--- config.mk ---
export PLATFORM = sky130hd
export DESIGN_NAME = bias_buf_ctrl_flat
export DESIGN_NICKNAME = d
export VERILOG_FILES = /design/src/rtl/bias_buf_if.sv /design/src/rtl/bias_buf_ctrl.sv /design/src/flat_wrapper.sv
export SDC_FILE = /design/constraint.sdc
export NUM_CORES = 1
export LEC_CHECK = 0
export ABC_CLOCK_PERIOD_IN_PS = 2600
export CAP_MARGIN = 20
export CORE_MARGIN = 3
export CORE_UTILIZATION = 60
export DETAILED_ROUTE_END_ITERATION = 12
export PLACE_DENSITY = 0.78
export REMOVE_ABC_BUFFERS = 1
export SLEW_MARGIN = 20
export SYNTH_ARGS = -nofsm -noshare
export SYNTH_HDL_FRONTEND = slang
export SYNTH_SLANG_ARGS = --single-unit
--- constraint.sdc ---
create_clock -name clk -period 2.6 [get_ports clk]
set_clock_uncertainty 0.2 [all_clocks]
set_input_delay 0.65 -clock clk [delete_from_list [all_inputs] [get_ports clk]]
set_output_delay 0.65 -clock clk [all_outputs]
set_load 0.005 [all_outputs]
--- src/rtl/bias_buf_if.sv ---
// Bundle of the load-stream and group-read signals of the bias buffer.
// master = loader/consumer side, slave = bias_buf_ctrl.
interface bias_buf_if #(
  parameter int DATA_W = 16,
  parameter int DEPTH  = 16,
  parameter int NUM_CH = 4
);
  localparam int ADDR_W = $clog2(DEPTH);

  logic                     load_start;
  logic [ADDR_W:0]          load_len;
  logic                     in_valid;
  logic [DATA_W-1:0]        in_data;
  logic                     in_ready;
  logic                     load_done;
  logic                     busy;
  logic                     rd_req;
  logic [ADDR_W-1:0]        rd_addr;
  logic                     rd_valid;
  logic [NUM_CH*DATA_W-1:0] rd_data;
  logic [NUM_CH-1:0]        rd_par_err;

  modport master (
    output load_start, load_len, in_valid, in_data, rd_req, rd_addr,
    input  in_ready, load_done, busy, rd_valid, rd_data, rd_par_err
  );

  modport slave (
    input  load_start, load_len, in_valid, in_data, rd_req, rd_addr,
    output in_ready, load_done, busy, rd_valid, rd_data, rd_par_err
  );
endinterface

--- src/rtl/bias_buf_ctrl.sv ---
// Multi-channel bias buffer: streams words round-robin into NUM_CH banks, serves one group per read.
// Build macro BIAS_PARITY_EN adds per-entry even parity and per-bank read error flags.
module bias_buf_ctrl #(
  parameter int DATA_W = 16,
  parameter int DEPTH  = 16,
  parameter int NUM_CH = 4
) (
  input logic       clk,
  input logic       rst,
  bias_buf_if.slave bus
);
  // state | meaning
  // IDLE  | waiting; load_start and rd_req honoured
  // LOAD  | accepting stream words into banks
  // DONE  | single-cycle load_done pulse
  localparam int ADDR_W = $clog2(DEPTH);
  localparam int CH_W   = (NUM_CH > 1) ? $clog2(NUM_CH) : 1;
  localparam int RD_W   = NUM_CH * DATA_W;
`ifdef BIAS_PARITY_EN
  localparam int ENT_W  = DATA_W + 1;
`else
  localparam int ENT_W  = DATA_W;
`endif
  localparam logic [ADDR_W:0] DEPTH_L = (ADDR_W+1)'(DEPTH);
  localparam logic [CH_W-1:0] CH_LAST = CH_W'(NUM_CH - 1);

  typedef enum logic [1:0] {IDLE, LOAD, DONE} state_t;

  state_t            state_q, state_d;
  logic [CH_W-1:0]   ch_cnt_q, ch_cnt_d;
  logic [ADDR_W-1:0] grp_cnt_q, grp_cnt_d;
  logic [ADDR_W:0]   len_q, len_d;
  logic [ADDR_W:0]   len_clamped;
  logic              accept;
  logic              last_word;
  logic              rd_fire;
  logic              rd_in_range;
  logic [ENT_W-1:0]  wr_entry;

  logic [ENT_W-1:0]  mem_q [NUM_CH][DEPTH];

  logic [RD_W-1:0]   rd_data_q, rd_data_d;
  logic              rd_valid_q;

  always_comb begin
    len_clamped = (bus.load_len > DEPTH_L) ? DEPTH_L : bus.load_len;
    accept      = (state_q == LOAD) && bus.in_valid;
    last_word   = ({1'b0, grp_cnt_q} == (len_q - 1'b1)) && (ch_cnt_q == CH_LAST);
  end

  always_comb begin
    state_d   = state_q;
    ch_cnt_d  = ch_cnt_q;
    grp_cnt_d = grp_cnt_q;
    len_d     = len_q;
    case (state_q)
      IDLE: begin
        ch_cnt_d  = '0;
        grp_cnt_d = '0;
        if (bus.load_start) begin
          len_d   = len_clamped;
          state_d = (len_clamped == '0) ? DONE : LOAD;
        end
      end
      LOAD: begin
        if (accept) begin
          if (last_word) state_d = DONE;
          if (ch_cnt_q == CH_LAST) begin
            ch_cnt_d  = '0;
            grp_cnt_d = grp_cnt_q + 1'b1;
          end else begin
            ch_cnt_d  = ch_cnt_q + 1'b1;
          end
        end
      end
      DONE:    state_d = IDLE;
      default: state_d = IDLE;
    endcase
  end

  always_ff @(posedge clk) begin
    if (rst) begin
      state_q   <= IDLE;
      ch_cnt_q  <= '0;
      grp_cnt_q <= '0;
      len_q     <= '0;
    end else begin
      state_q   <= state_d;
      ch_cnt_q  <= ch_cnt_d;
      grp_cnt_q <= grp_cnt_d;
      len_q     <= len_d;
    end
  end

`ifdef BIAS_PARITY_EN
  assign wr_entry = {^bus.in_data, bus.in_data};
`else
  assign wr_entry = bus.in_data;
`endif

  // Bank storage is deliberately left out of reset so a mid-load reset keeps written words.
  always_ff @(posedge clk) begin
    if (accept) mem_q[ch_cnt_q][grp_cnt_q] <= wr_entry;
  end

  always_comb begin
    rd_fire     = bus.rd_req && (state_q == IDLE);
    rd_in_range = ({1'b0, bus.rd_addr} < DEPTH_L);
    rd_data_d   = rd_data_q;
    if (rd_fire) begin
      rd_data_d = '0;
      if (rd_in_range) begin
        for (int k = 0; k < NUM_CH; k++) begin
          rd_data_d[k*DATA_W +: DATA_W] = mem_q[k][bus.rd_addr][DATA_W-1:0];
        end
      end
    end
  end

  always_ff @(posedge clk) begin
    if (rst) begin
      rd_valid_q <= 1'b0;
      rd_data_q  <= '0;
    end else begin
      rd_valid_q <= rd_fire;
      rd_data_q  <= rd_data_d;
    end
  end

`ifdef BIAS_PARITY_EN
  logic [NUM_CH-1:0] rd_par_err_q, rd_par_err_d;

  always_comb begin
    rd_par_err_d = rd_par_err_q;
    if (rd_fire) begin
      rd_par_err_d = '0;
      if (rd_in_range) begin
        for (int k = 0; k < NUM_CH; k++) begin
          rd_par_err_d[k] = ^mem_q[k][bus.rd_addr];
        end
      end
    end
  end

  always_ff @(posedge clk) begin
    if (rst) rd_par_err_q <= '0;
    else     rd_par_err_q <= rd_par_err_d;
  end

  assign bus.rd_par_err = rd_par_err_q;
`else
  assign bus.rd_par_err = '0;
`endif

  assign bus.in_ready  = (state_q == LOAD);
  assign bus.busy      = (state_q == LOAD);
  assign bus.load_done = (state_q == DONE);
  assign bus.rd_valid  = rd_valid_q;
  assign bus.rd_data   = rd_data_q;
endmodule

--- src/flat_wrapper.sv ---
// flat-port wrapper written by rule: the top's interface ports become plain ports
module bias_buf_ctrl_flat 
#(
  parameter int DATA_W = 16,
  parameter int DEPTH  = 16,
  parameter int NUM_CH = 4
)
  (clk, rst, bus_load_start, bus_load_len, bus_in_valid, bus_in_data, bus_rd_req, bus_rd_addr, bus_in_ready, bus_load_done, bus_busy, bus_rd_valid, bus_rd_data, bus_rd_par_err);
  bias_buf_if #(.DATA_W(DATA_W), .DEPTH(DEPTH), .NUM_CH(NUM_CH)) bus_i ();
  input logic clk;
  input logic rst;
  input wire logic [$bits(bus_i.load_start)-1:0] bus_load_start;
  input wire logic [$bits(bus_i.load_len)-1:0] bus_load_len;
  input wire logic [$bits(bus_i.in_valid)-1:0] bus_in_valid;
  input wire logic [$bits(bus_i.in_data)-1:0] bus_in_data;
  input wire logic [$bits(bus_i.rd_req)-1:0] bus_rd_req;
  input wire logic [$bits(bus_i.rd_addr)-1:0] bus_rd_addr;
  output wire logic [$bits(bus_i.in_ready)-1:0] bus_in_ready;
  output wire logic [$bits(bus_i.load_done)-1:0] bus_load_done;
  output wire logic [$bits(bus_i.busy)-1:0] bus_busy;
  output wire logic [$bits(bus_i.rd_valid)-1:0] bus_rd_valid;
  output wire logic [$bits(bus_i.rd_data)-1:0] bus_rd_data;
  output wire logic [$bits(bus_i.rd_par_err)-1:0] bus_rd_par_err;
  assign bus_i.load_start = bus_load_start;
  assign bus_i.load_len = bus_load_len;
  assign bus_i.in_valid = bus_in_valid;
  assign bus_i.in_data = bus_in_data;
  assign bus_i.rd_req = bus_rd_req;
  assign bus_i.rd_addr = bus_rd_addr;
  assign bus_in_ready = bus_i.in_ready;
  assign bus_load_done = bus_i.load_done;
  assign bus_busy = bus_i.busy;
  assign bus_rd_valid = bus_i.rd_valid;
  assign bus_rd_data = bus_i.rd_data;
  assign bus_rd_par_err = bus_i.rd_par_err;
  bias_buf_ctrl #(.DATA_W(DATA_W), .DEPTH(DEPTH), .NUM_CH(NUM_CH)) u_core (.clk(clk), .rst(rst), .bus(bus_i));
endmodule
Word-level counts from Yosys, hierarchy flattened
Memory sizes are Yosys's and may differ from the RTL's. Index checks and enable logic that the tools add are counted.

$add $sub $neg: 3. Bitwise gates (word level): 2. Magnitude comparators: 4. Reductions and logical operators: 11. Muxes and demuxes: 28. Equality and inequality tests: 8.

Operators by type and width (number): 16-bit binary-select mux with 4-bit select (4); 256-bit 2-to-1 mux (1); 16-bit 2-to-1 mux (9); 16-bit demux with 4-bit select (1); 2-bit 2-to-1 mux (6); 5-bit >= comparator, second input constant (2); 4-bit inverter with 5-bit output (2); 4-bit 2-to-1 mux (2); 2-bit case mux with 2 select lines (2); 4-bit case mux with 2 select lines (1); 2-bit by 1-bit != test with 1-bit output, second input constant (3); 3-bit AND reduction (2); 4-bit by 5-bit equality test with 1-bit output (1); 5-bit greater-than comparator, second input constant (1); 5-bit logical NOT (1); 5-bit by 1-bit less-than comparator with 1-bit output, second input constant (1); 5-bit 2-to-1 mux (1); 5-bit by 1-bit subtractor with 5-bit output, second input constant (1); 4-bit by 1-bit adder with 4-bit output, second input constant (1); 2-bit equality test, second input constant (2); 1-bit logical AND (4); 2-bit AND reduction (2); 2-bit by 1-bit adder with 2-bit output, second input constant (1); 2-bit by 1-bit equality test with 1-bit output, second input constant (1); 4 further kinds (4).

Word-level logic and storage cells: 63. Memory bits (writable): 1024. Output and inout port bits: 72. Bits of input ports: 30. Register bits after elaboration: 78. Memories kept: 1.

Memories: u_core.mem_q (words 4, bits a word 256, rd ports 4, clocked after memory_dff 0, write ports 1, line bias_buf_ctrl.sv:40) `logic [ENT_W-1:0] mem_q [NUM_CH][DEPTH];`.

Logic depth before layout (Yosys ltp)
Gate-level depths: netlist of the first run.

Depth in word-level cells: 6. Mapped depth: 9. Gate-level depth less buffers: 6.

Least setup slack after synthesis of the first run
OpenSTA, ideal clock, no wires.

Path type: input to register. From: input port bus_rd_addr[0]. To: register u_core.rd_data_q[37], in the netlist u_core.bus.rd_data[37]. Stages on the path: 7. Arrival: 1962 ps. Path buffers: 4. Required time: 2272 ps. Setup time: 128 ps. Setup slack: 311 ps. Cell sequence: buf_6 buf_8 buf_6 buf_2 mux4_2 mux2i_1 o21ai_1.

Cells in the longest elaborated chain, start to end: 4.

Ends and longest elaborated chain: start: declaration (line flat_wrapper.sv:17) `input wire logic [$bits(bus_i.rd_addr)-1:0] bus_rd_addr;`; 4-bit inverter with 5-bit output (implied by the code) (line bias_buf_ctrl.sv:114) `rd_data_d[k*DATA_W +: DATA_W] = mem_q[k][bus.rd_addr][DATA_W-1:0];`; 16-bit binary-select mux with 4-bit select (line bias_buf_ctrl.sv:114); 16-bit 2-to-1 mux (implied by the code) (2 in series) (line bias_buf_ctrl.sv:114); end signal: assignment (line bias_buf_ctrl.sv:126) `rd_data_q <= rd_data_d;`; end: declaration (line bias_buf_ctrl.sv:42) `logic [RD_W-1:0] rd_data_q, rd_data_d;`.

No other way between the ends. The select of a mux whose other input is x is not followed. A chain may end at the register's enable or synchronous reset.

Final worst setup path of the first run
From: register u_core.rd_data_q[8], in the netlist u_core.bus.rd_data[8]. To: output port bus_rd_data[8].

RTL lines: end: declaration (line flat_wrapper.sv:22) `output wire logic [$bits(bus_i.rd_data)-1:0] bus_rd_data;`.

No word-level cell between the ends.

==> qor.yml, run 1 <==
holdPathStages: 1
worstMarginPinSlew_ns: 0.818
cp.arrival_ns: 1.69
clockBufferDepth: 3
internal-power_mw: 29.4
switching_share: 0.206
drt_iter0_markers: 2271
grt_max_degree: 65
yosysWarnings: 0
critPathMaxFanout: 2
ir_drop_uv: 679
cts_resized: 9
synth_area_sq_mm: 0.0421
synth-seq-cells: 1102
finalSetupTns_ns: 0
finalSetupViolCount: 0
worstHoldPathType: "in2reg"
pwr-share-comb: 0.055
grt_overflow_total: 0
fmax_mhz: 394
p_clk_frac: 0.416
crit_slowest_cell: "clkdlybuf4s50_1"
first_pass_iters: 6
cts_buffers: 104
netlist_top_cells_area: "edfxtp_1 (73%), mux4_2 (10%), mux2i_1 (4.4%)"
wl_per_cell_microns: 29.9
p_leak_nw: 16.6
period_share: 0.977
cp_cell_sequence: "clkdlybuf4s50_1"
ys_seq_area_frac: 0.767
h-tree-depth: 3
syn_inst: 2042
synthMostInstantiatedCell: "edfxtp_1"
antenna_left: 0
die_h_microns: 271
synth_ff_type: "edfxtp_1"
core_area_sq_mm: 0.0691
placed_cell_area_sq_mm: 0.0465
drv_cap: 0
critPathTopFamily: "buffers and inverters"
fin_util: 0.723
antenna_found_initial: 2
synth_edf_count: 1024
post_cts_buffers: 0
dieWidth_microns: 271
fp-row-count: 96
grt_setup_unrepaired: "false"
clk_latency_ns: 0.65
clk_pin_slew_worst_paths_ns: 0.06
synth-async-reset-ratio: 0
clock-sinks: 1102
cts_tree: "done"
drive_above_1_share: 0.249
layout.cells.non_filler: 3359
dp.cells: 3163
route.vias.total: 21805
yosysTopAreaCell: "edfxtp_1"
io_pins: 102
required_ns: 1.75
crit_buf_inv: 1
power_frac_seq: 0.529
place_hpwl_microns: 58200
nFillCells: 3865
synth_cell_types: 41
syn_area_per_cell_sq_um: 20.6
finalHoldViolations: 0
avgViaCountPerCell: 6.49
relSlewSlack: 0.455
dp_slack_ns: -0.366
port-buffer-count: 97
grt_use_total: 0.277
cts-root-buf: "clkbuf_16"
slowest_delay_ns: 0.59
worstSetupEndpointType: "output port"
netlist_top_cells_count: "edfxtp_1 (1024), mux4_2 (192), mux2i_1 (186), dfxtp_1 (78), and2_1 (68)"
final-max-slew-violation-count: 0
gp_congestion: 0.857
p_sw_mw: 7.63
crit_type: "reg2out"
p_per_area_mw_per_mm2: 741
start_kind: "register"
fin_crit_ns: 2.54
drc: 0
grt_pass1_vias: 22552
finalWorstSetupSlack_ns: 0.0605
die_area_sq_mm: 0.0735
finalNetCount: 2377
final_area_sq_mm: 0.0500
yosysTopAreaCellShare: 0.730
reg2regPathDepth: 6
grt_pass1_wl_microns: 150000
p_total_mw: 37.0
cts_hold_buf: 0
syn_to_final_growth_pct: 18.6
initial_core_util: 0.610
status: "finished, final reports clean"
cp_num_cells: 1
hold_ws_ns: 0.245
wl_microns: 100000
-- metal layers --
metal,GRT usage,wire length [microns],up-vias
li1,-,-,8991
met1,0.378,38000,11351
met2,0.469,51100,1245
met3,0.0387,7900,218
met4,0.0917,3470,0
met5,0,0,-
-- power by group through the flow --
| stage | Clock [mW] | Sequential, mW | Combinational (mW) |
|---|---|---|---|
| after floorplan | 0 | 19.9 | 0.683 |
| after global placement | 0 | 20.0 | 1.97 |
| after detailed placement | 0 | 20.0 | 2.03 |
| after CTS | 15.5 | 19.6 | 2.05 |
| after global routing | 16.2 | 19.6 | 2.16 |
| final | 15.4 | 19.6 | 2.04 |
-- final timing paths --
| kind | endpoint | startpoint | slack (ns) |
|---|---|---|---|
| max | bus_rd_data[8] | u_core.bus.rd_data[8] | 0.06 |
| min | u_core.mem_q[1][16] | bus_in_data[0] | 0.25 |
| max reg2reg | u_core.mem_q[2][196] | u_core.grp_cnt_q[1] | 0.30 |
| min reg2reg | u_core.bus.rd_data[50] | u_core.bus.rd_data[50] | 0.27 |
-- cell usage in the layout (no fill, tap or decap), types with 24 or more instances in the layout --
| cell type | instances |
|---|---|
| and2_1 | 67 |
| clkdlybuf4s50_1 | 75 |
| mux4_2 | 192 |
| edfxtp_1 | 1024 |
| clkbuf_16 | 106 |
| nand2b_1 | 63 |
| a22oi_1 | 60 |
| clkbuf_1 | 24 |
| dfxtp_1 | 76 |
| buf_12 | 107 |
| o21ai_0 | 37 |
| o21ai_1 | 25 |
| mux2i_1 | 186 |
| buf_4 | 105 |
| clkinv_2 | 26 |
| a32oi_1 | 60 |
-- state kept, by name, summed over array words and instances (netlist names) --
register / count
u_core.bus.rd_data: 64
u_core.grp_cnt_q: 4
u_core.mem_q: 1024
u_core.ch_cnt_q: 2
u_core.len_q: 5
u_core.bus.rd_valid: 1
u_core.state_q: 2
-- logic make-up (layout without fill, tap and decap cells) --
| kind of cell | after synthesis | count (layout) | share of synthesized area |
|---|---|---|---|
| compound gates | 207 | 207 | 0.0349 |
| xor+xnor | 7 | 7 | 0.00145 |
| fa+ha+maj | 9 | 9 | 0.00267 |
| buf+inv | 128 | 510 | 0.0176 |
| flops | 1102 | 1102 | 0.767 |
| mux | 386 | 386 | 0.149 |
| other cells | 1 | 5 | 0.0000890 |
| simple gates | 202 | 202 | 0.0276 |
-- worst register-to-register path: cells and delay by family, from the launching register on --
family                     cells  cell delay, ns
and+or+nand+nor                3            0.61
DFF                            1            0.51
buffers and inverters          2            0.37
adders and majority gates      1            0.31
-- cell type report --
type,instances,area [sq um],share of cell area
sequential,1102,32300,0.647
multi-input combinational,815,9130,0.183
timing repair buffer,308,3830,0.0766
clock buffer,141,2890,0.0579
tap,931,1160,0.0233
clock inverter,54,607,0.0121
inverter,7,26.3,0.000526
antenna,1,2.50,0.0000501
(Power assumes the default switching activity.)
==> run 2: changes to the inputs <==
Settings changed: CTS_CLUSTER_SIZE set to 30.
==> results of run 2 <==
Final layout, timing and power as in run 1 (identical DEF).
